[src/rtl/shift_sequencer_pkg.sv]
// Shared definitions for the shift sequencer: state encoding, shift directions
// and default geometry.
package shift_seq_defs;

  localparam int WIDTH_DEF   = 32;
  localparam int SHAMT_W_DEF = 5;

  // 2'd3 is never entered deliberately; the FSM recovers from it to IDLE.
  typedef enum logic [1:0] {
    ST_IDLE    = 2'd0,
    ST_SHIFT   = 2'd1,
    ST_DONE    = 2'd2,
    ST_ILLEGAL = 2'd3
  } state_t;

  localparam logic DIR_LEFT  = 1'b0;
  localparam logic DIR_RIGHT = 1'b1;

endpackage

[src/rtl/shift_sequencer_if.sv]
// Request/response bundle between the pipeline stall logic (master) and the
// shift sequencer (slave).
interface shift_sequencer_if #(
  parameter int WIDTH   = 32,
  parameter int SHAMT_W = 5
);
  // Handshake: start is sampled only while the sequencer is idle (busy=0).
  // The operand fields are captured on that same edge and are don't-care
  // otherwise. busy rises the cycle after acceptance; done pulses for one
  // cycle with result valid, and result then holds until the next accepted
  // start. There is no back-pressure on done.
  logic               start;
  logic               lr_shift;
  logic [SHAMT_W-1:0] shamt;
  logic [WIDTH-1:0]   data_in;
  logic [WIDTH-1:0]   result;
  logic               busy;
  logic               done;

  modport master (
    output start, lr_shift, shamt, data_in,
    input  result, busy, done
  );

  modport slave (
    input  start, lr_shift, shamt, data_in,
    output result, busy, done
  );

endinterface

[src/rtl/shift_sequencer_shift_stage_1.sv]
// Single combinational 1-bit shift stage: logical left or arithmetic right,
// with a bypass that passes the operand through unchanged.
module shift_stage_1
  import shift_seq_defs::*;
#(
  parameter int WIDTH = WIDTH_DEF
) (
  input  logic [WIDTH-1:0] din,
  input  logic             dir,
  input  logic             bypass,
  output logic [WIDTH-1:0] dout
);

  always_comb begin
    dout = din;
    if (!bypass) begin
      if (dir == DIR_RIGHT) begin
        dout = {din[WIDTH-1], din[WIDTH-1:1]};
      end else begin
        dout = {din[WIDTH-2:0], 1'b0};
      end
    end
  end

endmodule

[src/rtl/shift_sequencer.sv]
// Multi-cycle shifter: one bit per clock through shift_stage_1.
// Optional SHIFT_SEQ_EARLY_EXIT_EN finishes early once the working value is fixed.
module shift_sequencer
  import shift_seq_defs::*;
#(
  parameter int WIDTH   = WIDTH_DEF,
  parameter int SHAMT_W = SHAMT_W_DEF
) (
  input  logic                clock,
  input  logic                reset,
  shift_sequencer_if.slave    bus,
  output state_t              dbg_state
);

  state_t             state_q, state_d;
  logic [WIDTH-1:0]   work_q, work_d;
  logic [SHAMT_W-1:0] count_q, count_d;
  logic               dir_q, dir_d;
  logic [WIDTH-1:0]   result_q, result_d;
  logic [WIDTH-1:0]   stage_out;
  logic               stage_bypass;
  logic               early_exit;

  assign stage_bypass = (state_q != ST_SHIFT);

  shift_stage_1 #(.WIDTH(WIDTH)) u_stage (
    .din    (work_q),
    .dir    (dir_q),
    .bypass (stage_bypass),
    .dout   (stage_out)
  );

`ifdef SHIFT_SEQ_EARLY_EXIT_EN
  // Judged on the value entering this cycle, so at least one SHIFT cycle runs.
  assign early_exit = (work_q == '0) || ((dir_q == DIR_RIGHT) && (work_q == '1));
`else
  assign early_exit = 1'b0;
`endif

  always_comb begin
    state_d  = state_q;
    work_d   = work_q;
    count_d  = count_q;
    dir_d    = dir_q;
    result_d = result_q;
    case (state_q)
      ST_IDLE: begin
        if (bus.start) begin
          work_d  = bus.data_in;
          count_d = bus.shamt;
          dir_d   = bus.lr_shift;
          state_d = (bus.shamt != '0) ? ST_SHIFT : ST_DONE;
        end
      end
      ST_SHIFT: begin
        work_d  = stage_out;
        count_d = count_q - SHAMT_W'(1);
        if ((count_q == SHAMT_W'(1)) || early_exit) begin
          state_d = ST_DONE;
        end
      end
      ST_DONE: begin
        state_d = ST_IDLE;
      end
      default: begin
        state_d = ST_IDLE;
      end
    endcase
    // Result is captured only on entry to DONE, then held through IDLE.
    if ((state_d == ST_DONE) && (state_q != ST_DONE)) begin
      result_d = work_d;
    end
  end

  always_ff @(posedge clock or posedge reset) begin
    if (reset) begin
      state_q  <= ST_IDLE;
      work_q   <= '0;
      count_q  <= '0;
      dir_q    <= DIR_LEFT;
      result_q <= '0;
    end else begin
      state_q  <= state_d;
      work_q   <= work_d;
      count_q  <= count_d;
      dir_q    <= dir_d;
      result_q <= result_d;
    end
  end

  assign bus.result = result_q;
  assign bus.busy   = (state_q == ST_SHIFT) || (state_q == ST_DONE);
  assign bus.done   = (state_q == ST_DONE);
  assign dbg_state  = state_q;

endmodule

[src/flat_wrapper.sv]
// flat-port wrapper written by rule: the top's interface ports become plain ports
module shift_sequencer_flat import shift_seq_defs::*;
#(
  parameter int WIDTH   = WIDTH_DEF,
  parameter int SHAMT_W = SHAMT_W_DEF
)
  (clock, reset, dbg_state, bus_start, bus_lr_shift, bus_shamt, bus_data_in, bus_result, bus_busy, bus_done);
  shift_sequencer_if #(.WIDTH(WIDTH), .SHAMT_W(SHAMT_W)) bus_i ();
  input  logic clock;
  input  logic reset;
  output state_t dbg_state;
  input wire logic [$bits(bus_i.start)-1:0] bus_start;
  input wire logic [$bits(bus_i.lr_shift)-1:0] bus_lr_shift;
  input wire logic [$bits(bus_i.shamt)-1:0] bus_shamt;
  input wire logic [$bits(bus_i.data_in)-1:0] bus_data_in;
  output wire logic [$bits(bus_i.result)-1:0] bus_result;
  output wire logic [$bits(bus_i.busy)-1:0] bus_busy;
  output wire logic [$bits(bus_i.done)-1:0] bus_done;
  assign bus_i.start = bus_start;
  assign bus_i.lr_shift = bus_lr_shift;
  assign bus_i.shamt = bus_shamt;
  assign bus_i.data_in = bus_data_in;
  assign bus_result = bus_i.result;
  assign bus_busy = bus_i.busy;
  assign bus_done = bus_i.done;
  shift_sequencer #(.WIDTH(WIDTH), .SHAMT_W(SHAMT_W)) u_core (.clock(clock), .reset(reset), .bus(bus_i), .dbg_state(dbg_state));
endmodule
[config.mk]
export PLATFORM = sky130hd
export DESIGN_NAME = shift_sequencer_flat
export DESIGN_NICKNAME = d
export VERILOG_FILES = /design/src/rtl/shift_sequencer_pkg.sv /design/src/rtl/shift_sequencer_if.sv /design/src/rtl/shift_sequencer_shift_stage_1.sv /design/src/rtl/shift_sequencer.sv /design/src/flat_wrapper.sv
export SDC_FILE = /design/constraint.sdc
export NUM_CORES = 1
export LEC_CHECK = 0
export CAP_MARGIN = 25
export CORE_UTILIZATION = 45
export DETAILED_ROUTE_END_ITERATION = 12
export GPL_TIMING_DRIVEN = 0
export PLACE_DENSITY = 0.83
export SYNTH_ARGS = -nofsm -noshare
export SYNTH_HDL_FRONTEND = slang
export SYNTH_SLANG_ARGS = --single-unit
[constraint.sdc]
create_clock -name clock -period 5.9 [get_ports clock]
set_input_delay 1.77 -clock clock [delete_from_list [all_inputs] [get_ports clock]]
set_output_delay 1.77 -clock clock [all_outputs]
set_load 0.01 [all_outputs]
# --- Word-level counts from Yosys, hierarchy flattened ---
# Index checks and enable logic that the tools add are counted.
word_totals:
  ff_bits: 72
  inputBits: 41
  output_inout_bits: 36
  wordCells: 30
classes:
  n_addsub: 1
  eq_ne: 7
  mux: 10
  reduce_logical: 7
op_table:
  columns: ["cell", "count"]
  rows:
  - ["$mux W32", 3]
  - ["$pmux W32 S2", 1]
  - ["$pmux W5 S2", 1]
  - ["$mux W2", 3]
  - ["$eq A5 B1 Y1 const B", 1]
  - ["$mux W5", 1]
  - ["$reduce_bool A5 Y1", 1]
  - ["$sub A5 B1 Y5 const B", 1]
  - ["$eq A2 B2 Y1 const B", 2]
  - ["$ne A2 B2 Y1 const B", 2]
  - ["$pmux W2 S2", 1]
  - ["$reduce_and A2 Y1", 2]
  - ["$eq A2 B1 Y1 const B", 1]
  - ["$logic_not A2 Y1", 1]
  - ["$ne A2 B1 Y1 const B", 1]
  - ["$reduce_bool A2 Y1", 1]
  - ["$logic_and A1 B1 Y1", 1]
  - ["$logic_or A1 B1 Y1", 1]

# --- Depth between registers and ports, before layout ---
# Gate-level depths: netlist (run 1).
depth:
  depth_word: 6
  ltp_mapped: 8
  ltp_nobuf: 6

# --- Hierarchy ---
# A second synthesis (run 1) with hierarchy kept.
hier_totals:
  cells_unflattened: 408
  hier_area_um2: 4282.9
by_module_without_submodules:
  columns: ["mod", "instances", "cells_per_inst", "area_per_inst_um2", "seq_area_each_um2"]
  rows:
  - ["shift_sequencer", 1, 302, 3580.9, 1801.7]
  - ["shift_stage_1", 1, 106, 701.9, 0.0]

# --- Worst setup path after synthesis (run 1) ---
# OpenSTA, ideal clock, no wires.
synth_path:
  kind: "input port to flip-flop"
  from: "input port bus_start"
  to: "register u_core.result_q[15] (netlist: u_core.bus.result[15])"
  setup_time_ps: 127
  arrival_ps: 3226
  required_time_ps: 5773
  path_slack_ps: 2547
  stages: 5
  n_path_buf: 2
  cell_sequence: "buf_2 -> buf_1 -> mux2_2 -> a221o_1 -> mux2_1"
synth_via:
  word_cells_on_any_way: 6
  cone_classes: "1 x eq/ne; 4 x mux; 1 x reduce/logical"
synth_lines:
  columns: ["element", "line_no", "rtl"]
  rows:
  - ["from (decl)", "flat_wrapper.sv:12", "input wire logic [$bits(bus_i.start)-1:0] bus_start;"]
  - ["$mux W32", "shift_sequencer.sv:48", "if (bus.start) begin"]
  - ["$pmux W32 S2", "shift_sequencer.sv:46", "case (state_q)"]
  - ["named net u_core.work_d[15]", "shift_sequencer.sv:16", "logic [WIDTH-1:0] work_q, work_d;"]
  - ["to (signal assigned)", "shift_sequencer.sv:87", "result_q <= result_d;"]
  - ["to (decl)", "shift_sequencer.sv:19", "logic [WIDTH-1:0] result_q, result_d;"]
# The timed path passes the listed nets, and every way through them passes these cells.
# A chain may end at the register's enable or synchronous reset.

# --- Worst setup path after layout (run 1) ---
layout_path:
  from: "input port bus_shamt[1]"
  to: "register u_core.result_q[17] (netlist: u_core.bus.result[17])"
layout_via:
  elab_chain_len: 6
layout_rtl:
  columns: ["element", "line_no", "rtl"]
  rows:
  - ["from (decl)", "flat_wrapper.sv:14", "input wire logic [$bits(bus_i.shamt)-1:0] bus_shamt;"]
  - ["$reduce_bool A5 Y1", "shift_sequencer.sv:52", "state_d = (bus.shamt != '0) ? ST_SHIFT : ST_DONE;"]
  - ["$mux W2", "shift_sequencer.sv:52", null]
  - ["$mux W2", "shift_sequencer.sv:48", null]
  - ["$pmux W2 S2", "shift_sequencer.sv:46", null]
  - ["$eq A2 B2 Y1", "shift_sequencer.sv:70", "if ((state_d == ST_DONE) && (state_q != ST_DONE)) begin"]
  - ["$logic_and A1 B1 Y1", "shift_sequencer.sv:70", null]
# No other way between the ends.

==> results of run 1 <==
==> synthesized netlist by cell type, types with 2 or more instances <==
| library cell | n |
|---|---|
| dfrtp_1 | 72 |
| mux2_2 | 36 |
| nor2_1 | 32 |
| mux2i_1 | 31 |
| a221o_1 | 30 |
| mux2_1 | 29 |
| clkbuf_1 | 10 |
| a21oi_1 | 8 |
| buf_1 | 6 |
| inv_1 | 6 |
| o21ai_0 | 6 |
| buf_2 | 5 |
| ha_1 | 5 |
| nand2_1 | 5 |
| nand3_1 | 5 |
| o22ai_1 | 5 |
| buf_6 | 3 |
| o22a_1 | 3 |
| o21bai_1 | 2 |
==> through the flow <==
step,utilization,instances,worst slack (ps),hold WS [ps]
2_1_floorplan,-,310,2310,487
3_3_place_gp,0.570,490,1130,470
3_5_place_dp,0.570,490,1980,474
4_1_cts,0.594,506,2340,492
5_1_grt,0.594,506,2250,512
6_report,0.594,506,2320,487
==> logic make-up (layout without fill, tap and decap cells) <==
logic type / count (synthesis) / in the layout / synth area share
mux: 96 / 96 / 0.276
simple gates: 49 / 49 / 0.0620
fa+ha+maj: 5 / 5 / 0.0166
flops: 72 / 72 / 0.477
buf+inv: 30 / 121 / 0.0374
compound gates: 58 / 58 / 0.131
==> routing by layer <==
| metal | global-route usage | part of all wire |
|---|---|---|
| met5 | 0 | 0 |
| met4 | 0.0744 | 0.018 |
| met3 | 0.0488 | 0.048 |
| met2 | 0.340 | 0.50 |
| met1 | 0.270 | 0.44 |
==> power breakdown <==
part	internal, mW	switching (mW)
logic	0.711	0.676
registers	0.739	0.206
clock network	0.196	0.191
total	1.65	1.07
==> flip-flops by register name, summed over array words and instances, names as in the netlist <==
signal and cells:
u_core.dir_q 1, u_core.count_q 5, u_core.dbg_state 2, u_core.bus.result 32
u_core.work_q 32
==> worst min-delay path by stage <==
stage                                      start                                 to  cells after the start
2_1_floorplan         u_core.work_q[0]$_DFF_PP0_         u_core.work_q[0]$_DFF_PP0_                      2
4_1_cts         u_core.bus.result[1]$_DFFE_PP0P_   u_core.bus.result[1]$_DFFE_PP0P_                      1
3_5_place_dp   u_core.bus.result[21]$_DFFE_PP0P_  u_core.bus.result[21]$_DFFE_PP0P_                      1
5_1_grt         u_core.bus.result[1]$_DFFE_PP0P_   u_core.bus.result[1]$_DFFE_PP0P_                      1
3_3_place_gp    u_core.bus.result[3]$_DFFE_PP0P_   u_core.bus.result[3]$_DFFE_PP0P_                      1
6_report        u_core.bus.result[1]$_DFFE_PP0P_   u_core.bus.result[1]$_DFFE_PP0P_                      1
==> layout make-up <==
| type | instances | area share |
|---|---|---|
| buffer | 24 | 0.0245 |
| tap | 105 | 0.0270 |
| inverter | 6 | 0.00515 |
| timing repair buffer | 75 | 0.155 |
| clock buffer | 10 | 0.0263 |
| multi-input combinational | 208 | 0.377 |
| sequential | 72 | 0.371 |
| clock inverter | 6 | 0.0144 |
==> flow_summary_export.csv, run 1 <==
group,metric,value,unit
run_status,status,"finished, final reports clean",
place,dp_hpwl,5980,µm
cts,postCtsSetupRepairBufs,0,
job,drv_cap,0,
timing,post-route-period-util,0.607,
cells_and_area,num_antenna_cells,0,
setup_path,startpoint_type,"input pin",
global_route,grt_max_degree,73,
synth,synthTopCellsByArea,"dfrtp_1, mux2_2, mux2_1, mux2i_1, a221o_1",
cells_and_area,multi_input_area,1830,µm²
cts,clockRootBuffer,"clkbuf_8",
die,die_w,93.6,µm
min_path,min_path_type,"flip-flop to flip-flop",
routing,wire_per_inst,16.7,µm
pwr,finalPower,2.72,mW
cells_and_area,layout.nets,442,
synth,synth_area,3780,µm²
setup_path,path_max_fanout,10,
timing,setup_viol,0,
setup_path,crit_type,"input pin to flip-flop",
synth,synth_cell_types,30,
routing,drtAntennaViolNets,0,
synth,ys_seq_area_frac,0.477,
cts,clock_sink_count,72,
setup_path,path_buf_inv,2,
routing,vias,2841,
cells_and_area,area.sequential,1800,µm²
synth,netlist_instances,310,
setup_path,reg2reg_to,"u_core.bus.result[8]$_DFFE_PP0P_",
die,die_area,8760,µm²
place,postPlaceCellArea,4660,µm²
setup_path,crit_end,"u_core.bus.result[17]$_DFFE_PP0P_",
pwr,ir_worst_vdd,287,µV
global_route,grt_pass1_wl,14000,µm
timing,skew,9.10,ps
setup_path,crit_cells,6,
timing,rsz0062_at_grt,"false",
global_route,globalRouteOverflowTotal,0,
cts,numCtsBuffers,9,
synth,yosysTopAreaCellShare,0.477,
cts,cts-resized-gates,0,
die,start_util,0.462,
setup_path,crit_path_end_kind,"flip-flop",
routing,vias_per_cell,5.61,
setup_path,cp_slowest_cell,"clkdlybuf4s50_1",
routing,drt_first_pass_iters,4,
timing,fin_crit,3580,ps
timing,tns,0,ps
synth,yosys_register_bits,72,
routing,dr.first_iter.drc_count,181,
die,core,8180,µm²
cells_and_area,fill_cells,689,
cells_and_area,drive_gt1_frac,0.160,
cells_and_area,layout_commonest_cell,"clkdlybuf4s50_1",
timing,tightest_slew,871,ps
pwr,power.density,560,nW/µm²
setup_path,r2r_setup_slack,3550,ps
timing,fmaxAchievable,279,MHz
synth,synth_ff_type,"dfrtp_1",
setup_path,cpPeakStageDelay,470,ps
global_route,grt_usage,0.208,
place,portBuffers,75,
place,gp_congestion,0.814,
cts,clock_latency,350,ps
synth,synth-async-reset-ratio,1.00,
timing,slew_violations,0,
setup_path,cp_top_family,"buffers and inverters",
cts,cts_tree,"yes",
cells_and_area,final_cell_mix,"clkdlybuf4s50_1, dfrtp_1, mux2_2, nor2_1, mux2i_1",
cts,postCtsHoldBufs,0,
synth,yosysTopAreaCell,"dfrtp_1",
timing,relSlewSlack,0.419,
synth,yosys_warnings,0,
synth,synth-edff-count,0,
setup_path,rr_startpoint,"u_core.dbg_state[1]$_DFF_PP0_",
die,dieHeight,93.6,µm
timing,hold_viol_final,0,
cts,clockBufferDepth,2,
routing,route.detailed.drc,0,
global_route,antenna_found_initial,0,
setup_path,cp.required,6130,ps
setup_path,worst-r2r-cell-count,8,
cells_and_area,area_growth,28.7,%
synth,syn_nets,356,
cells_and_area,final_cell_area,4860,µm²
global_route,grt_pass1_vias,2881,
setup_path,cp_cell_sequence,"clkdlybuf4s50_1 > nor4b_2 > nand3_1 > a211oi_4 > buf_6 > mux2_2",
cts,clk_pin_slew,80,ps
routing,wirelength,8470,µm
die,boundaryPins,77,
cts,cts.htree.levels,3,
die,rows,33,
setup_path,worstPathArrival,3810,ps
synth,syn_area_per_cell,12.2,µm²
setup_path,setup.worst_path.start,"bus_shamt[1]",
pwr,power.leakage,2.08,nW
Power figures use the tool's default switching activity.
==> inputs of run 2 (changes only) <==
--- a/config.mk
+++ b/config.mk
@@ -9,7 +9,7 @@
 export CORE_UTILIZATION = 45
 export DETAILED_ROUTE_END_ITERATION = 12
 export GPL_TIMING_DRIVEN = 0
-export PLACE_DENSITY = 0.83
+export PLACE_DENSITY = 0.86
 export SYNTH_ARGS = -nofsm -noshare
 export SYNTH_HDL_FRONTEND = slang
 export SYNTH_SLANG_ARGS = --single-unit
==> constraint.sdc (replaced) <==
create_clock -name clock -period 3.2 [get_ports clock]
set_input_delay 0.96 -clock clock [delete_from_list [all_inputs] [get_ports clock]]
set_output_delay 0.96 -clock clock [all_outputs]
set_load 0.01 [all_outputs]
==> flow_summary_export.csv, run 2 (synthesis gave the netlist of run 1 again) <==
group,metric,value,unit
cells_and_area,final_cell_area,4830,µm²
timing,fin_crit,2730,ps
routing,wire_per_inst,17.1,µm
routing,route.detailed.drc,0,
place,gp_congestion,0.804,
routing,drt_first_pass_iters,4,
place,postPlaceCellArea,4660,µm²
cells_and_area,fin_util,0.591,
setup_path,crit_type,"input pin to flip-flop",
cts,numCtsBuffers,9,
cts,clockBufferDepth,2,
cells_and_area,drive_gt1_frac,0.162,
routing,wirelength,8640,µm
timing,slew_violations,0,
place,dp_cells,490,
setup_path,cpPeakStageDelay,460,ps
cts,cts_tree,"yes",
cts,clk_pin_slew,70,ps
cts,postCtsSetupRepairBufs,0,
die,die_area,8760,µm²
die,dieHeight,93.6,µm
job,drv_cap,0,
setup_path,worst-r2r-cell-count,8,
timing,rsz0062_at_grt,"false",
routing,vias,2877,
pwr,power.density,1020,nW/µm²
setup_path,startpoint_type,"input pin",
pwr,power.leakage,2.08,nW
global_route,grt_usage,0.217,
cells_and_area,layout.nets,442,
timing,tns,0,ps
setup_path,rr_startpoint,"u_core.dbg_state[1]$_DFF_PP0_",
timing,post-route-period-util,0.854,
cts,clock_latency,360,ps
routing,drtAntennaViolNets,0,
global_route,grt_pass1_wl,14500,µm
setup_path,cp_slowest_cell,"clkdlybuf4s50_1",
cells_and_area,final_cell_mix,"clkdlybuf4s50_1, dfrtp_1, mux2_2, nor2_1, mux2i_1",
timing,hold_viol_final,0,
setup_path,r2r_setup_slack,830,ps
cells_and_area,fill_cells,676,
die,core,8180,µm²
global_route,globalRouteOverflowTotal,0,
cts,cts-resized-gates,0,
setup_path,crit_path_end_kind,"flip-flop",
routing,dr.first_iter.drc_count,158,
setup_path,path_max_fanout,10,
die,start_util,0.462,
run_status,status,"finished, final reports clean",
cells_and_area,layout_commonest_cell,"clkdlybuf4s50_1",
cells_and_area,area_growth,28.0,%
setup_path,path_buf_inv,2,
die,rows,33,
global_route,antenna_found_initial,0,
cts,clockRootBuffer,"clkbuf_8",
min_path,min_path_type,"flip-flop to flip-flop",
setup_path,cp.required,3440,ps
cells_and_area,finalNonFillerCells,506,
cts,clock_sink_count,72,
timing,tightest_slew,870,ps
setup_path,reg2reg_to,"u_core.bus.result[13]$_DFFE_PP0P_",
cts,cts.htree.levels,3,
place,portBuffers,75,
timing,setup_viol,0,
min_path,min_path_cells,1,
setup_path,crit_cells,6,
min_path,holdPathEnd,"u_core.bus.result[11]$_DFFE_PP0P_",
global_route,grt_max_degree,73,
place,dp_hpwl,6160,µm
min_path,hp-start,"u_core.bus.result[11]$_DFFE_PP0P_",
setup_path,cp_top_family,"buffers and inverters",
die,die_w,93.6,µm
routing,vias_per_cell,5.69,
cells_and_area,num_antenna_cells,0,
timing,relSlewSlack,0.420,
pwr,finalPower,4.93,mW
timing,skew,9.42,ps
cts,postCtsHoldBufs,0,
die,boundaryPins,77,
setup_path,cp_cell_sequence,"clkdlybuf4s50_1 > nor4b_2 > nand3_1 > a211oi_4 > buf_6 > mux2_1",
global_route,grt_pass1_vias,2931,
timing,fmaxAchievable,366,MHz
pwr,ir_worst_vdd,454,µV
setup_path,worstPathArrival,2970,ps
run 2: changes by cell type in the layout (fill, tap and decap cells not counted):
cell and change:
clkinvlp_4 -2, clkinv_2 +3, bufinv_16 -1, clkbuf_1 -1, clkinv_4 +1
run 2: how the worst max path moves through the flow:
stage                  from                                end  slack [ps]
3_3_place_gp          reset  u_core.bus.result[12]$_DFFE_PP0P_        -720
3_5_place_dp   bus_shamt[1]  u_core.bus.result[16]$_DFFE_PP0P_         120
5_1_grt        bus_shamt[1]  u_core.bus.result[13]$_DFFE_PP0P_         400
2_1_floorplan         reset   u_core.bus.result[0]$_DFFE_PP0P_         420
4_1_cts        bus_shamt[1]   u_core.bus.result[5]$_DFFE_PP0P_         490
6_report       bus_shamt[1]  u_core.bus.result[13]$_DFFE_PP0P_         470
run 2: power by group:
group	internal (mW)	leakage (nW)	switching [mW]
Clock	0.280	0.0889	0.356
Combinational	1.31	1.12	1.25
Sequential	1.36	0.874	0.374
Total	2.95	2.08	1.98
run 2: per-layer routing:
| layer | global-route usage | share of wire |
|---|---|---|
| met4 | 0.0603 | 0.020 |
| met1 | 0.280 | 0.43 |
| met2 | 0.355 | 0.50 |
| met5 | 0 | 0 |
| met3 | 0.0659 | 0.052 |
run 2: per-stage QoR:
stage	setup WS, ps	hold WS [ps]
finish	466	485
global route	400	496
CTS	486	493
detailed placement	118	474
global placement	-724	470
floorplan	415	487
run 2: worst reg2reg max path, delay by kind of cell, from the launching register on:
family	cells	cell delay (ps)
compound gates	1	300
fa+ha+maj	1	240
buf+inv	4	870
flops	1	420
mux	1	310
simple gates	1	120
run 2: area by class of cell:
class,instances,area (µm²),share of cell area
plain buffers,24,119,0.0246
clock buffers,9,124,0.0256
clock inverters,7,48.8,0.0101
inverters,6,25.0,0.00518
multi-input cells,208,1830,0.379
flip-flops and latches,72,1800,0.373
well taps,105,131,0.0272
repair buffers,75,751,0.155
==> inputs of run 3 (changes only) <==
--- a/config.mk
+++ b/config.mk
@@ -8,6 +8,7 @@
 export CAP_MARGIN = 25
 export CORE_UTILIZATION = 45
 export DETAILED_ROUTE_END_ITERATION = 12
+export GPL_ROUTABILITY_DRIVEN = 0
 export GPL_TIMING_DRIVEN = 0
 export PLACE_DENSITY = 0.86
 export SYNTH_ARGS = -nofsm -noshare
==> results of run 3 <==
Final layout, timing and power as in run 2 (identical DEF).
